**config.mk**
```make
export PLATFORM = sky130hd
export DESIGN_NAME = comp_share_arb_flat
export DESIGN_NICKNAME = d
export VERILOG_FILES = /design/src/rtl/comp_share_arb_if.sv /design/src/rtl/comp_share_arb.sv /design/src/flat_wrapper.sv
export SDC_FILE = /design/constraint.sdc
export NUM_CORES = 1
export LEC_CHECK = 0
export CAP_MARGIN = 10
export CORE_UTILIZATION = 51
export CTS_BUF_LIST = sky130_fd_sc_hd__clkbuf_16
export DETAILED_ROUTE_END_ITERATION = 8
export HOLD_SLACK_MARGIN = 0.12
export PLACE_DENSITY = 0.95
export SYNTH_ARGS = -nofsm -noshare
export SYNTH_HDL_FRONTEND = slang
export SYNTH_SLANG_ARGS = --single-unit
```
**constraint.sdc**
```tcl
create_clock -name clk -period 3.9 [get_ports clk]
set_input_delay 0.585 -clock clk [delete_from_list [all_inputs] [get_ports clk]]
set_output_delay 0.585 -clock clk [all_outputs]
set_load 0.05 [all_outputs]
```
**src/rtl/comp_share_arb_if.sv**
```systemverilog
// -----------------------------------------------------------------------------
// comp_share_arb_if
// Handshake bundle for the shared ones-count arbiter.
//   a_valid/a_data/a_ready : requester A word channel
//   b_valid/b_data/b_ready : requester B word channel
//   rsp_valid/rsp_ready    : result channel toward the consumer
//   rsp_id                 : 0 = result belongs to A, 1 = result belongs to B
//   rsp_count              : number of ones in the accepted word
//   busy                   : a job is in flight (RUN or DONE)
// Modports: slave = arbiter side, master = requesters/consumer side.
// -----------------------------------------------------------------------------
interface comp_share_arb_if #(
   parameter int W = 16
);
   localparam int CW = $clog2(W + 1);

   logic          a_valid;
   logic [W-1:0]  a_data;
   logic          a_ready;
   logic          b_valid;
   logic [W-1:0]  b_data;
   logic          b_ready;
   logic          rsp_valid;
   logic          rsp_ready;
   logic          rsp_id;
   logic [CW-1:0] rsp_count;
   logic          busy;

   modport slave (
      input  a_valid, a_data, b_valid, b_data, rsp_ready,
      output a_ready, b_ready, rsp_valid, rsp_id, rsp_count, busy
   );

   modport master (
      output a_valid, a_data, b_valid, b_data, rsp_ready,
      input  a_ready, b_ready, rsp_valid, rsp_id, rsp_count, busy
   );
endinterface

```
**src/rtl/comp_share_arb.sv**
```systemverilog
// -----------------------------------------------------------------------------
// comp_share_arb
// Two-requester round-robin arbiter that time-shares one 4-bit ones counter
// (4:3 compressor) over W-bit population-count jobs. The accepted word is
// shifted through the counter one nibble per cycle, LSB nibble first, and the
// partial counts are accumulated. One job outstanding at a time.
// Ports:
//   clk  : clock, rising edge
//   rst  : synchronous active-high reset
//   bus  : comp_share_arb_if.slave (A/B word channels, result channel, busy)
// Parameters:
//   W    : word width, multiple of 4, at least 4
// -----------------------------------------------------------------------------
module comp_share_arb #(
   parameter int W = 16
) (
   input  logic            clk,
   input  logic            rst,
   comp_share_arb_if.slave bus
);
   localparam int CW    = $clog2(W + 1);
   localparam int BEATS = W / 4;
   localparam int BW    = (BEATS > 1) ? $clog2(BEATS) : 1;
   localparam logic [BW-1:0] LAST_BEAT = BW'(BEATS - 1);

   typedef enum logic [1:0] {IDLE, RUN, DONE} state_t;

   state_t        state_reg;
   logic [W-1:0]  shreg_reg;
   logic [CW-1:0] acc_reg;
   logic [BW-1:0] beat_reg;
   logic          last_grant_reg;   // 0 = A won last, 1 = B won last
   logic          rsp_id_reg;
   logic [CW-1:0] rsp_count_reg;
   logic          rsp_valid_reg;
   logic          busy_reg;

   logic          a_ready_next;
   logic          b_ready_next;

   // Readies are combinational so a grant and its handshake land in the same
   // cycle; the loser of a tie is whoever was granted most recently.
   assign a_ready_next = !rst && (state_reg == IDLE) && bus.a_valid &&
                         (!bus.b_valid || last_grant_reg);
   assign b_ready_next = !rst && (state_reg == IDLE) && bus.b_valid &&
                         (!bus.a_valid || !last_grant_reg);

   // Shared 4:3 counter: a full adder on bits 0..2, then a half-adder stage
   // folds bit 3 in, giving {c4,c2,c1}.
   logic [3:0]    nib;
   logic          fa_s;
   logic          fa_c;
   logic          ha_c;
   logic [2:0]    nib_cnt;
   logic [CW-1:0] acc_next;

   assign nib      = shreg_reg[3:0];
   assign fa_s     = nib[0] ^ nib[1] ^ nib[2];
   assign fa_c     = (nib[0] & nib[1]) | (nib[0] & nib[2]) | (nib[1] & nib[2]);
   assign ha_c     = fa_s & nib[3];
   assign nib_cnt  = {fa_c & ha_c, fa_c ^ ha_c, fa_s ^ nib[3]};
   assign acc_next = acc_reg + CW'(nib_cnt);

   always_ff @(posedge clk) begin
      if (rst) begin
         state_reg      <= IDLE;
         shreg_reg      <= '0;
         acc_reg        <= '0;
         beat_reg       <= '0;
         last_grant_reg <= 1'b1;
         rsp_id_reg     <= 1'b0;
         rsp_count_reg  <= '0;
         rsp_valid_reg  <= 1'b0;
         busy_reg       <= 1'b0;
      end else begin
         case (state_reg)
            IDLE: begin
               if (a_ready_next) begin
                  shreg_reg      <= bus.a_data;
                  acc_reg        <= '0;
                  beat_reg       <= '0;
                  rsp_id_reg     <= 1'b0;
                  last_grant_reg <= 1'b0;
                  busy_reg       <= 1'b1;
                  state_reg      <= RUN;
               end else if (b_ready_next) begin
                  shreg_reg      <= bus.b_data;
                  acc_reg        <= '0;
                  beat_reg       <= '0;
                  rsp_id_reg     <= 1'b1;
                  last_grant_reg <= 1'b1;
                  busy_reg       <= 1'b1;
                  state_reg      <= RUN;
               end
            end
            RUN: begin
               acc_reg   <= acc_next;
               shreg_reg <= shreg_reg >> 4;
               beat_reg  <= beat_reg + 1'b1;
               if (beat_reg == LAST_BEAT) begin
                  rsp_count_reg <= acc_next;
                  rsp_valid_reg <= 1'b1;
                  state_reg     <= DONE;
               end
            end
            DONE: begin
               if (bus.rsp_ready) begin
                  rsp_valid_reg <= 1'b0;
                  busy_reg      <= 1'b0;
                  state_reg     <= IDLE;
               end
            end
            default: begin
               state_reg     <= IDLE;
               rsp_valid_reg <= 1'b0;
               busy_reg      <= 1'b0;
            end
         endcase
      end
   end

   assign bus.a_ready   = a_ready_next;
   assign bus.b_ready   = b_ready_next;
   assign bus.rsp_valid = rsp_valid_reg;
   assign bus.rsp_id    = rsp_id_reg;
   assign bus.rsp_count = rsp_count_reg;
   assign bus.busy      = busy_reg;
endmodule

```
**src/flat_wrapper.sv**
```systemverilog
// flat-port wrapper written by rule: the top's interface ports become plain ports
module comp_share_arb_flat 
#(
   parameter int W = 16
)
  (clk, rst, bus_a_valid, bus_a_data, bus_b_valid, bus_b_data, bus_rsp_ready, bus_a_ready, bus_b_ready, bus_rsp_valid, bus_rsp_id, bus_rsp_count, bus_busy);
  comp_share_arb_if #(.W(W)) bus_i ();
  input  logic clk;
  input  logic rst;
  input wire logic [$bits(bus_i.a_valid)-1:0] bus_a_valid;
  input wire logic [$bits(bus_i.a_data)-1:0] bus_a_data;
  input wire logic [$bits(bus_i.b_valid)-1:0] bus_b_valid;
  input wire logic [$bits(bus_i.b_data)-1:0] bus_b_data;
  input wire logic [$bits(bus_i.rsp_ready)-1:0] bus_rsp_ready;
  output wire logic [$bits(bus_i.a_ready)-1:0] bus_a_ready;
  output wire logic [$bits(bus_i.b_ready)-1:0] bus_b_ready;
  output wire logic [$bits(bus_i.rsp_valid)-1:0] bus_rsp_valid;
  output wire logic [$bits(bus_i.rsp_id)-1:0] bus_rsp_id;
  output wire logic [$bits(bus_i.rsp_count)-1:0] bus_rsp_count;
  output wire logic [$bits(bus_i.busy)-1:0] bus_busy;
  assign bus_i.a_valid = bus_a_valid;
  assign bus_i.a_data = bus_a_data;
  assign bus_i.b_valid = bus_b_valid;
  assign bus_i.b_data = bus_b_data;
  assign bus_i.rsp_ready = bus_rsp_ready;
  assign bus_a_ready = bus_i.a_ready;
  assign bus_b_ready = bus_i.b_ready;
  assign bus_rsp_valid = bus_i.rsp_valid;
  assign bus_rsp_id = bus_i.rsp_id;
  assign bus_rsp_count = bus_i.rsp_count;
  assign bus_busy = bus_i.busy;
  comp_share_arb #(.W(W)) u_core (.clk(clk), .rst(rst), .bus(bus_i));
endmodule
```
==> results.md, run 1 <==
| Step | Item | Value |
|---|---|---|
| run status | Result of the run | finished clean |
| synth | Total standard cell area after synthesis | 1750 sq um |
| clock network | Count of buffers added by post-CTS timing repair for setup | 0 |
| global route | Vias in the first global route | 1,371 |
| synth | Synthesized netlist cell count | 193 |
| die | Total core area | 3153 sq um |
| die | IO Count | 47 |
| die | Std-Cell Rows | 20 |
| synth | Predominant post-synthesis flop cell | dfxtp_1 |
| clock network | Number of cells upsized or downsized after cts | 0 |
| die | Effective utilization at floorplan | 55.52% |
| place | Post-DP HPWL | 2.652 mm |
| timing | Highest clock rate | 345.6 MHz |
| detailed routing | Initial DRC count | 64 |
| synth | Count of distinct cell types in the synthesized netlist | 41 |
| detailed routing | Post-Route WL | 3.714 mm |
| finish | Max reg flops | 16 |
| synth | Cell types with the largest area share after synthesis | dfxtp_1, o41ai_2, nand2_1 |
| synth | Average footprint of a synthesized cell | 9.070 sq um |
| clock network | # hold bufs at CTS | 0 |
| timing | Worst-case clock skew | 5.024 ps |
| worst setup path | Data required, critical path | 3310 ps |
| pwr | Pwr/cell area | 417.4 nW/um^2 |
| worst setup path | Data arrival time of the critical path | 2310 ps |
| worst setup path | Critical path class | in2out |
| worst setup path | Capturing element type of the critical path | primary output |
| timing | Transition time of the tightest slew-check pin | 655.2 ps |
| detailed routing | Post-DR vias/cell | 5.468 |
| pwr | Highest ir drop seen on vdd | 0.2854 mV |
| clock network | Number of levels in the clock H-tree | 2 |
| timing | Final Cycle Share | 74.19% |
| timing | Final count of hold timing violations | 0 |
| global route | Overflow left after global routing | 0 |
| min path | Worst Hold Launch | u_core.shreg_reg[13] |
| synth | Net count of the mapped netlist | 238 |
| synth | Synth async-reset ratio | 0% |
| place | GPL Wtd Cong | 0.7829 |
| timing | Fin Setup TNS | 0 ps |
| run | Max_cap viols | 0 |
| worst setup path | Critical-path maximum fanout | 3 |
| die | Die height | 60.59 microns |
| clock network | TritonCTS Sinks | 34 |
| synth | List of most frequent post-synthesis cells | dfxtp_1, nand2_1, nor2_1 |
| clock network | TritonCTS clock tree | yes |
| detailed routing | DRC violation count after routing | 0 |
| synth | Total of warnings raised by yosys | 0 |
| place | Placement Cell Area | 2185 sq um |
| worst setup path | Reg-to-Reg Start | u_core.shreg_reg[0] |
| min path | Path type of the worst min-delay path | reg2reg |
| die | Die width | 60.59 microns |
| pwr | Leakage power figure | 0.0009530 uW |
| pwr | Overall power | 979.7 uW |
| timing | Minimum period implied by the final worst setup slack | 2893 ps |
| synth | Area share of the largest cell type after synthesis | 38.88% |
| worst setup path | Launching element type of the critical path | input port |
| timing | Slew HR | 56.32% |
| synth | Most common cell in the netlist | dfxtp_1 |
| clock network | Clock-pin slew reported for the worst setup and hold paths after clock tree synthesis | 50 ps |
| place | Port-buffer cells | 46 |
| clock network | Maximum clock insertion buffer count | 2 |
| timing | RSZ-0062 raised after global routing | no |
| global route | Number of antenna violations at the first check in global routing | 0 |
| global route | All-layer global routing usage | 22.20% |
| detailed routing | Routed Antenna Nets | 0 |
| synth | Number of flops mapped to enable cells by yosys | 0 |
| global route | First-pass GRT wire length | 5.940 mm |
| finish | Inserted Diodes | 0 |
| clock network | Number of clock buffers inserted by TritonCTS | 5 |
| timing | Setup violation total in the final timing report | 0 |
| clock network | Clock latency at the later pin of the worst-skew pair | 280 ps |
| detailed routing | Average detailed-routed wire length per instance | 13.26 microns |
| synth | Cell taking the most area after synthesis | dfxtp_1 |
| synth | Sequential share of the synthesized area | 38.88% |
| finish | Final Cell Area | 2347 sq um |
| detailed routing | Detailed-route via count | 1,531 |
| detailed routing | Number of search-and-repair iterations in the first detailed-routing pass | 4 |
| timing | Pins Over Slew Limit | 0 |
| clock network | Clock Tree Root | clkbuf_16 |
| die | Die footprint | 3671 sq um |
| finish | Fraction of layout instances using a drive strength above 1 | 9.746% |
| finish | Area growth, synth to finish | 34.10% |
| synth | Number of synthesized register bits | 34 |
| finish | Total Nets Final | 280 |
| worst setup path | Start point of the critical path | rst |
| global route | Pin count of the biggest net entering global routing | 25 |
==> layer usage <==
layer  vias to the layer above  part of all wire, %  global-route usage [%]
li1                        766                    -                       -
met1                       725                   46                   27.95
met2                        36                   49                   34.85
met3                         4                  3.8                   6.823
met4                         0                  1.2                   10.39
met5                         -                    0                       0
==> stage by stage <==
| stage | utilization (%) | setup slack [ps] | cells | hold slack (ps) |
|---|---|---|---|---|
| CTS | 74.44 | 999.9 | 280 | 459.3 |
| detailed placement | 69.29 | 1013 | 272 | 440.3 |
| finish | 74.44 | 1007 | 280 | 454.4 |
| global placement | 69.29 | 1041 | 272 | 436.0 |
| global route | 74.44 | 928.5 | 280 | 477.7 |
| floorplan | - | 1613 | 193 | 419.6 |
==> critical path, cell delays in order <==
cell and delay, ps:
clkdlybuf4s50_1 450, nor3_2 210, and3_1 250, clkdlybuf4s50_1 810
==> logic make-up after synthesis <==
family | Yosys count | synth area share (%)
AND/OR/NAND/NOR | 91 | 26.02
buffers and inverters | 14 | 5.431
flip-flops | 34 | 38.88
XOR/XNOR | 2 | 1.001
multiplexers | 4 | 2.287
AO/OA/AOI/OAI | 40 | 19.80
adder cells (fa/ha/maj) | 8 | 6.576
==> power breakdown <==
group	internal (uW)	switching [uW]
combinational	81.5	77.2
sequential	371	18.0
clock	296	136
==> placed cells by master, fill, tap and decap left out, types with 3 or more instances in the layout <==
cell	Yosys	final
a21oi_1	9	9
a211oi_1	3	3
nor2b_1	13	13
a22oi_1	3	3
nand2_1	25	25
clkbuf_16	0	5
o41ai_2	8	8
nor3_1	13	13
nor2_1	23	23
dfxtp_1	34	34
o21ai_0	6	6
clkdlybuf4s50_1	0	45
inv_1	1	3
o41ai_1	4	4
mux2i_1	4	4
ha_1	6	6
==> path summary, 6_finish.rpt <==
kind,endpoint,slack [ps],cells after the start
worst max-delay path,bus_b_ready,1010,4
worst min-delay path,u_core.shreg_reg[13],450,2
worst max register to register,u_core.bus.rsp_count[4],1450,8
worst min register to register,u_core.shreg_reg[13],450,2
==> area by class of cell <==
cell class	count	area [sq um]
clock buffer	5	125.1
tap	44	55.05
inverter	2	8.758
multi-input combinational	145	974.7
fill	244	805.8
clock inverter	3	37.54
sequential	34	680.7
timing repair buffer	47	465.4
Power figures use the tool's default switching activity.
==> inputs of run 2 (changes only) <==
Settings changed: CORE_UTILIZATION 51 to 43, PLACE_DENSITY 0.95 to 0.86.
Clock period 3.9 ns to 2.61 ns, I/O delays scaled along.
==> run 2 against run 1 <==
  * Critical path depth up 4
  * Cell count up 2.9%
  * Via count up 2.8%
  * Register-to-register slack worse by 1200 ps
  * Wire length up 9.4%
  * Non-clock buffer count up 4
  * First-iteration DRC count down 3.1%
  * Die area up 18%
  * Clock skew down 1.9 ps
  * Largest power group is now registers
  * Clock power up 29%
  * Core utilization down 11 points
  * Sequential power up 49%
  * Highest routed layer unchanged
==> results.md, run 2 (same netlist as run 1, synthesis figures left out) <==
| Step | Item | Value | Delta |
|---|---|---|---|
| finish | Final non-filler cell total | 288 | was 280 |
| finish | Fraction of layout instances using a drive strength above 1 | 11.67% | was 9.746% |
| global route | Met3 GRT Util | 6.379% | was 6.823% |
| detailed routing | Number of search-and-repair iterations in the first detailed-routing pass | 4 | unchanged |
| die | Total core area | 3771 sq um | was 3153 sq um |
| finish | Top library cells by usage in the layout, fill and taps aside | clkdlybuf4s50_1, dfxtp_1, nand2_1 | unchanged |
| worst setup path | Capturing element type of the critical path | register | was primary output |
| run | Max_cap viols | 0 | unchanged |
| finish | Commonest non-fill, non-tap cell in the layout | clkdlybuf4s50_1 | unchanged |
| global route | First-pass GRT wire length | 6.727 mm | was 5.940 mm |
| timing | Final Cycle Share | 91.65% |  |
| worst setup path | Largest delay contributor family on the critical path | adder cells | was buffers and inverters |
| place | GPL Wtd Cong | 0.8040 | was 0.7829 |
| timing | Fin Setup TNS | 0 ps | unchanged |
| clock network | Clock latency at the later pin of the worst-skew pair | 280 ps | about the same |
| finish | Post-route core utilization | 63.11% | was 74.44% |
| timing | Transition time of the tightest slew-check pin | 597.5 ps | was 655.2 ps |
| timing | RSZ-0062 raised after global routing | no | unchanged |
| detailed routing | Post-DR vias/cell | 5.465 | was 5.468 |
| global route | Number of antenna violations at the first check in global routing | 0 | unchanged |
| finish | Area occupied by multi-input gates | 974.7 sq um | unchanged |
| die | Die footprint | 4330 sq um | was 3671 sq um |
| global route | Vias in the first global route | 1,472 | was 1,371 |
| clock network | Clock-pin slew reported for the worst setup and hold paths after clock tree synthesis | 50 ps | about the same |
| finish | Inserted Diodes | 0 | unchanged |
| worst setup path | Max incr delay on CP | 430 ps | was 810 ps |
| place | Post-DP HPWL | 2.795 mm | was 2.652 mm |
| global route | Met2 capacity usage during global routing | 31.76% | was 34.85% |
| worst setup path | Data arrival time of the critical path | 2590 ps | was 2310 ps |
| worst setup path | Logic depth of the worst register-to-register path | 8 | unchanged |
| pwr | Net switching power | 359.6 uW | was 230.8 uW |
| clock network | Number of cells upsized or downsized after cts | 0 | unchanged |
| worst setup path | Launching element type of the critical path | register | was input port |
| pwr | Highest ir drop seen on vdd | 0.3804 mV | was 0.2854 mV |
| detailed routing | Initial DRC count | 62 | was 64 |
| place | Port-buffer cells | 46 | unchanged |
| min path | Worst Hold Launch | u_core.bus.rsp_count[0] | was u_core.shreg_reg[13] |
| timing | Highest clock rate | 418.0 MHz |  |
| detailed routing | Post-Route WL | 4.064 mm | was 3.714 mm |
| timing | Smallest setup slack after layout | 217.9 ps | was 1007 ps |
| worst setup path | CP Buf/Inv Count | 0 | was 2 |
| worst setup path | Endpoint of the most critical register-to-register path | u_core.bus.rsp_count[4] | unchanged |
| timing | Setup violation total in the final timing report | 0 | unchanged |
| min path | Path type of the worst min-delay path | reg2reg | unchanged |
| finish | Seq. cell area | 680.7 sq um | unchanged |
| detailed routing | Detailed-route via count | 1,574 | was 1,531 |
| min path | Hold Crit Depth | 2 | unchanged |
| clock network | Number of clock buffers inserted by TritonCTS | 5 | unchanged |
| pwr | Pwr/cell area | 584.1 nW/um^2 | was 417.4 nW/um^2 |
| clock network | TritonCTS Sinks | 34 | unchanged |
| detailed routing | DRC violation count after routing | 0 | unchanged |
| clock network | Count of buffers added by post-CTS timing repair for setup | 0 | unchanged |
| worst setup path | Critical Path Slowest Stage Cell | fa_1 | was clkdlybuf4s50_1 |
| pwr | Sequential power share | 41.8% | was 39.8% |
| detailed routing | Average detailed-routed wire length per instance | 14.11 microns | was 13.26 microns |
| pwr | Clock network fraction of total power | 40.1% | was 44.1% |
| die | Effective utilization at floorplan | 46.42% | was 55.52% |
| pwr | Leakage power figure | 0.0009663 uW | was 0.0009530 uW |
| worst setup path | Critical-path maximum fanout | 2 | was 3 |
| clock network | # hold bufs at CTS | 0 | unchanged |
| pwr | Portion of total power attributed to combinational logic | 18.1% | was 16.2% |
| finish | Max reg flops | 16 | unchanged |
| finish | Final Cell Area | 2380 sq um | was 2347 sq um |
| global route | All-layer global routing usage | 20.79% | was 22.20% |
| die | Die height | 65.80 microns | was 60.59 microns |
| pwr | Fraction of power spent switching nets | 25.87% | was 23.55% |
| min path | Destination of the worst hold path | u_core.bus.rsp_count[0] | was u_core.shreg_reg[13] |
| worst setup path | Reg-to-Reg Start | u_core.shreg_reg[1] | was u_core.shreg_reg[0] |
| worst setup path | Register-to-register setup slack | 220 ps | was 1450 ps |
| finish | Total Nets Final | 284 | was 280 |
| detailed routing | Routed Antenna Nets | 0 | unchanged |
| place | Number of placed instances, taps included | 280 | was 272 |
| finish | Number of fill cells | 322 | was 244 |
| worst setup path | Data required, critical path | 2800 ps | was 3310 ps |
| worst setup path | Critical path, cell by cell | fa_1 > ha_1 > ha_1 > fa_1 > a21oi_1 > nor2b_1 > xnor2_1 > a211oi_1 | was clkdlybuf4s50_1 > nor3_2 > and3_1 > clkdlybuf4s50_1 |
| timing | Minimum period implied by the final worst setup slack | 2392 ps |  |
| pwr | P_int | 1030 uW | was 749.0 uW |
| place | Setup slack at placement | 226.8 ps | was 1013 ps |
| clock network | TritonCTS clock tree | yes | unchanged |
| timing | Final count of hold timing violations | 0 | unchanged |
| worst setup path | Critical path class | reg2reg | was in2out |
| die | Die width | 65.80 microns | was 60.59 microns |
| run status | Result of the run | finished clean | unchanged |
| finish | Area growth, synth to finish | 35.95% | was 34.10% |
| global route | Overflow left after global routing | 0 | unchanged |
| die | Std-Cell Rows | 22 | was 20 |
| timing | Slew HR | 60.11% | was 56.32% |
| global route | Global routing's busiest layer | met2 | unchanged |
| die | IO Count | 47 | unchanged |
| clock network | Clock Tree Root | clkbuf_16 | unchanged |
| global route | Pin count of the biggest net entering global routing | 21 | was 25 |
| global route | Met1 track utilization from global routing | 26.58% | was 27.95% |
| place | Placement Cell Area | 2242 sq um | was 2185 sq um |
| clock network | Maximum clock insertion buffer count | 2 | unchanged |
| timing | Pins Over Slew Limit | 0 | unchanged |
| clock network | Number of levels in the clock H-tree | 2 | unchanged |
| timing | Worst-case clock skew | 3.161 ps | was 5.024 ps |
[run 2: final cells by class]
| class | count | area share [%] |
|---|---|---|
| Clock buffer | 5 | 5.258 |
| Clock inverter | 3 | 0.5258 |
| Timing Repair Buffer | 51 | 21.77 |
| Inverter | 2 | 0.3680 |
| Sequential cell | 34 | 28.60 |
| Multi-Input combinational cell | 145 | 40.96 |
| Tap cell | 48 | 2.524 |
[run 2: worst max path at each step]
stage                        start                       to  slack, ps  cells past startpoint
3_5_place_dp   u_core.shreg_reg[0]  u_core.bus.rsp_count[4]        230                      8
5_1_grt        u_core.shreg_reg[1]        u_core.acc_reg[4]         60                      8
3_3_place_gp   u_core.shreg_reg[0]  u_core.bus.rsp_count[4]        280                      8
6_report       u_core.shreg_reg[1]  u_core.bus.rsp_count[4]        220                      8
2_1_floorplan  u_core.shreg_reg[0]  u_core.bus.rsp_count[4]        320                      8
4_1_cts        u_core.shreg_reg[1]        u_core.acc_reg[4]        210                      8
[run 2: through the flow]
step	total power, uW	hold slack [ps]
CTS	1396	458.4
finish	1390	457.8
global placement	833.3	433.9
global route	1451	478.5
floorplan	741.3	419.6
detailed placement	840.5	446.0
[run 2: worst register-to-register path, delay by kind of cell (launching register included)]
kind	cells	cell delay, ps
compound gates	2	360
simple gates	1	70
flops	1	370
xor+xnor	1	140
fa+ha+maj	4	1360
[run 2: metal layers]
| layer | vias up | wire [microns] |
|---|---|---|
| li1 | 774 | - |
| met1 | 746 | 1764 |
| met2 | 45 | 1985 |
| met3 | 9 | 236 |
| met4 | 0 | 77 |
| met5 | - | 0 |
[run 2: power by group through the flow]
stage / registers (uW) / logic (uW) / clock network [uW]
floorplan: 589 / 152 / 0
global placement: 589 / 244 / 0
detailed placement: 590 / 250 / 0
CTS: 580 / 253 / 563
global route: 585 / 276 / 590
finish: 581 / 252 / 558
==> inputs of run 3 (changes only) <==
Settings changed: CORE_MARGIN set to 2.
==> run 3 against run 2 <==
  * Worst setup slack got worse by 33 ps
  * Combinational power fell by 3%
  * Count of clock-buffer cells in the layout is the same
  * Worst hold slack worse by 6.1 ps
  * Wire length down 5.7%
  * Via count decreased by 2.9%
  * First-iteration DRC count grew 45%
  * Clock power about the same
  * Critical path type unchanged
==> results.md, run 3 (same netlist as run 1, synthesis figures left out) <==
| Step | Item | Value | Delta |
|---|---|---|---|
| run status | Result of the run | finished clean | unchanged |
| global route | All-layer global routing usage | 18.93% | was 20.79% |
| worst setup path | Data required, critical path | 2800 ps | about the same |
| timing | Final count of hold timing violations | 0 | unchanged |
| die | Die footprint | 4597 sq um | was 4330 sq um |
| place | GPL Wtd Cong | 0.8161 | was 0.8040 |
| min path | Worst Hold Launch | u_core.bus.rsp_count[0] | unchanged |
| pwr | Fraction of power spent switching nets | 25.61% | was 25.87% |
| die | IO Count | 47 | unchanged |
| clock network | TritonCTS clock tree | yes | unchanged |
| timing | Fin Setup TNS | 0 ps | unchanged |
| pwr | Clock network fraction of total power | 40.5% | was 40.1% |
| worst setup path | Critical-path maximum fanout | 2 | unchanged |
| finish | Commonest non-fill, non-tap cell in the layout | clkdlybuf4s50_1 | unchanged |
| worst setup path | Critical path class | reg2reg | unchanged |
| worst setup path | Logic depth of the worst register-to-register path | 8 | unchanged |
| timing | Setup violation total in the final timing report | 0 | unchanged |
| timing | Pins Over Slew Limit | 0 | unchanged |
| min path | Path type of the worst min-delay path | reg2reg | unchanged |
| pwr | Highest ir drop seen on vdd | 0.2427 mV | was 0.3804 mV |
| global route | Number of antenna violations at the first check in global routing | 0 | unchanged |
| run | Max_cap viols | 0 | unchanged |
| place | Post-DP HPWL | 2.735 mm | was 2.795 mm |
| finish | Inserted Diodes | 0 | unchanged |
| die | Effective utilization at floorplan | 44.08% | was 46.42% |
| clock network | Number of cells upsized or downsized after cts | 0 | unchanged |
| timing | RSZ-0062 raised after global routing | no | unchanged |
| global route | Pin count of the biggest net entering global routing | 21 | unchanged |
| worst setup path | Launching element type of the critical path | register | unchanged |
| detailed routing | Post-Route WL | 3.833 mm | was 4.064 mm |
| clock network | Number of levels in the clock H-tree | 2 | unchanged |
| detailed routing | DRC violation count after routing | 0 | unchanged |
| detailed routing | Post-DR vias/cell | 5.272 | was 5.465 |
| place | Port-buffer cells | 46 | unchanged |
| pwr | Sequential power share | 41.9% | was 41.8% |
| clock network | Clock-pin slew reported for the worst setup and hold paths after clock tree synthesis | 50 ps | about the same |
| clock network | Count of buffers added by post-CTS timing repair for setup | 0 | unchanged |
| detailed routing | Initial DRC count | 90 | was 62 |
| clock network | Clock latency at the later pin of the worst-skew pair | 280 ps | about the same |
| clock network | TritonCTS Sinks | 34 | unchanged |
| detailed routing | Detailed-route via count | 1,529 | was 1,574 |
| clock network | Number of clock buffers inserted by TritonCTS | 5 | unchanged |
| detailed routing | Average detailed-routed wire length per instance | 13.22 microns | was 14.11 microns |
| pwr | Net switching power | 355.0 uW | was 359.6 uW |
| min path | Hold Crit Depth | 2 | unchanged |
| finish | Max reg flops | 16 | unchanged |
| timing | Worst hold slack | 451.7 ps | was 457.8 ps |
| pwr | P_int | 1031 uW | was 1030 uW |
| finish | Area growth, synth to finish | 36.31% | was 35.95% |
| worst setup path | Data arrival time of the critical path | 2620 ps | was 2590 ps |
| timing | Worst-case clock skew | 4.362 ps | was 3.161 ps |
| min path | Destination of the worst hold path | u_core.bus.rsp_count[0] | unchanged |
| die | Std-Cell Rows | 23 | was 22 |
| clock network | Maximum clock insertion buffer count | 2 | unchanged |
| timing | Minimum period implied by the final worst setup slack | 2425 ps | was 2392 ps |
| worst setup path | Critical path, cell by cell | fa_1 > ha_1 > ha_1 > fa_1 > a21oi_1 > nor2b_1 > xnor2_1 > a211oi_1 | unchanged |
| worst setup path | Reg-to-Reg Start | u_core.shreg_reg[0] | was u_core.shreg_reg[1] |
| timing | Slew HR | 61.38% | was 60.11% |
| timing | Final Cycle Share | 92.92% | was 91.65% |
| worst setup path | Largest delay contributor family on the critical path | adder cells | unchanged |
| pwr | Leakage power figure | 0.0009612 uW | was 0.0009663 uW |
| finish | Fraction of layout instances using a drive strength above 1 | 12.08% | was 11.67% |
| detailed routing | Number of search-and-repair iterations in the first detailed-routing pass | 5 | was 4 |
| global route | Overflow left after global routing | 0 | unchanged |
| die | Die width | 67.80 microns | was 65.80 microns |
| die | Die height | 67.80 microns | was 65.80 microns |
| worst setup path | Critical Path Slowest Stage Cell | fa_1 | unchanged |
| clock network | Clock Tree Root | clkbuf_16 | unchanged |
| worst setup path | Capturing element type of the critical path | register | unchanged |
| global route | Vias in the first global route | 1,472 | unchanged |
| clock network | # hold bufs at CTS | 0 | unchanged |
| die | Total core area | 3971 sq um | was 3771 sq um |
| finish | Top library cells by usage in the layout, fill and taps aside | clkdlybuf4s50_1, dfxtp_1, nand2_1 | unchanged |
| worst setup path | Register-to-register setup slack | 180 ps | was 220 ps |
| pwr | Portion of total power attributed to combinational logic | 17.6% | was 18.1% |
| timing | Transition time of the tightest slew-check pin | 577.8 ps | was 597.5 ps |
| worst setup path | Max incr delay on CP | 480 ps | was 430 ps |
| timing | Highest clock rate | 412.3 MHz | was 418.0 MHz |
| pwr | Pwr/cell area | 581.0 nW/um^2 | was 584.1 nW/um^2 |
| finish | Total Nets Final | 284 | unchanged |
| worst setup path | CP Buf/Inv Count | 0 | unchanged |
| detailed routing | Routed Antenna Nets | 0 | unchanged |
| worst setup path | Endpoint of the most critical register-to-register path | u_core.bus.rsp_count[4] | unchanged |
| global route | First-pass GRT wire length | 6.437 mm | was 6.727 mm |
==> run 3: layout make-up <==
class	instances	area (sq um)
tap	50	62.56
timing repair buffer	51	518.0
multi-input combinational	145	974.7
fill	352	1585
clock inverter	3	16.27
clock buffer	5	125.1
sequential	34	680.7
inverter	2	8.758
==> run 3: how the worst max path moves through the flow <==
stage                                   end  cells after the start                start  slack, ps
CTS                 u_core.bus.rsp_count[4]                      8  u_core.shreg_reg[0]        180
detailed placement  u_core.bus.rsp_count[4]                      8  u_core.shreg_reg[0]        170
floorplan           u_core.bus.rsp_count[4]                      8  u_core.shreg_reg[0]        320
global route              u_core.acc_reg[3]                      8  u_core.shreg_reg[0]         30
global placement    u_core.bus.rsp_count[4]                      8  u_core.shreg_reg[0]        270
finish              u_core.bus.rsp_count[4]                      8  u_core.shreg_reg[0]        180
==> run 3: per-layer routing <==
metal	vias up	share of wire, %	GRT usage, %
li1	772	-	-
met1	705	45	24.16
met2	44	47	28.19
met3	8	6.0	5.833
met4	0	2.2	10.75
met5	-	0	0
==> run 3: worst reg2reg max path, delay by kind of cell (launching register included) <==
family | cells | cell delay, ps
xor gates and xnor gates | 1 | 140
adders and majority gates | 4 | 1420
DFF | 1 | 330
AOI/OAI and AO/OA | 2 | 370
and+or+nand+nor | 1 | 60
==> run 3: power by group through the flow <==
stage | Combinational, uW | Sequential, uW | Clock, uW
after floorplan | 152 | 589 | 0
after global routing | 272 | 586 | 600
after global placement | 242 | 589 | 0
after CTS | 246 | 580 | 574
final | 244 | 580 | 561
after detailed placement | 245 | 591 | 0
==> run 3: metrics by stage <==
step                      area (sq um)  utilization [%]  worst slack (ps)  power, uW  instances
after floorplan                   1750                -             323.5      741.3        193
after global placement            2245            56.52             266.6      831.8        282
after detailed placement          2245            56.52             172.0      835.2        282
after CTS                         2386            60.08             177.8       1400        290
after global routing              2386            60.08             34.39       1457        290
final                             2386            60.08             184.7       1386        290
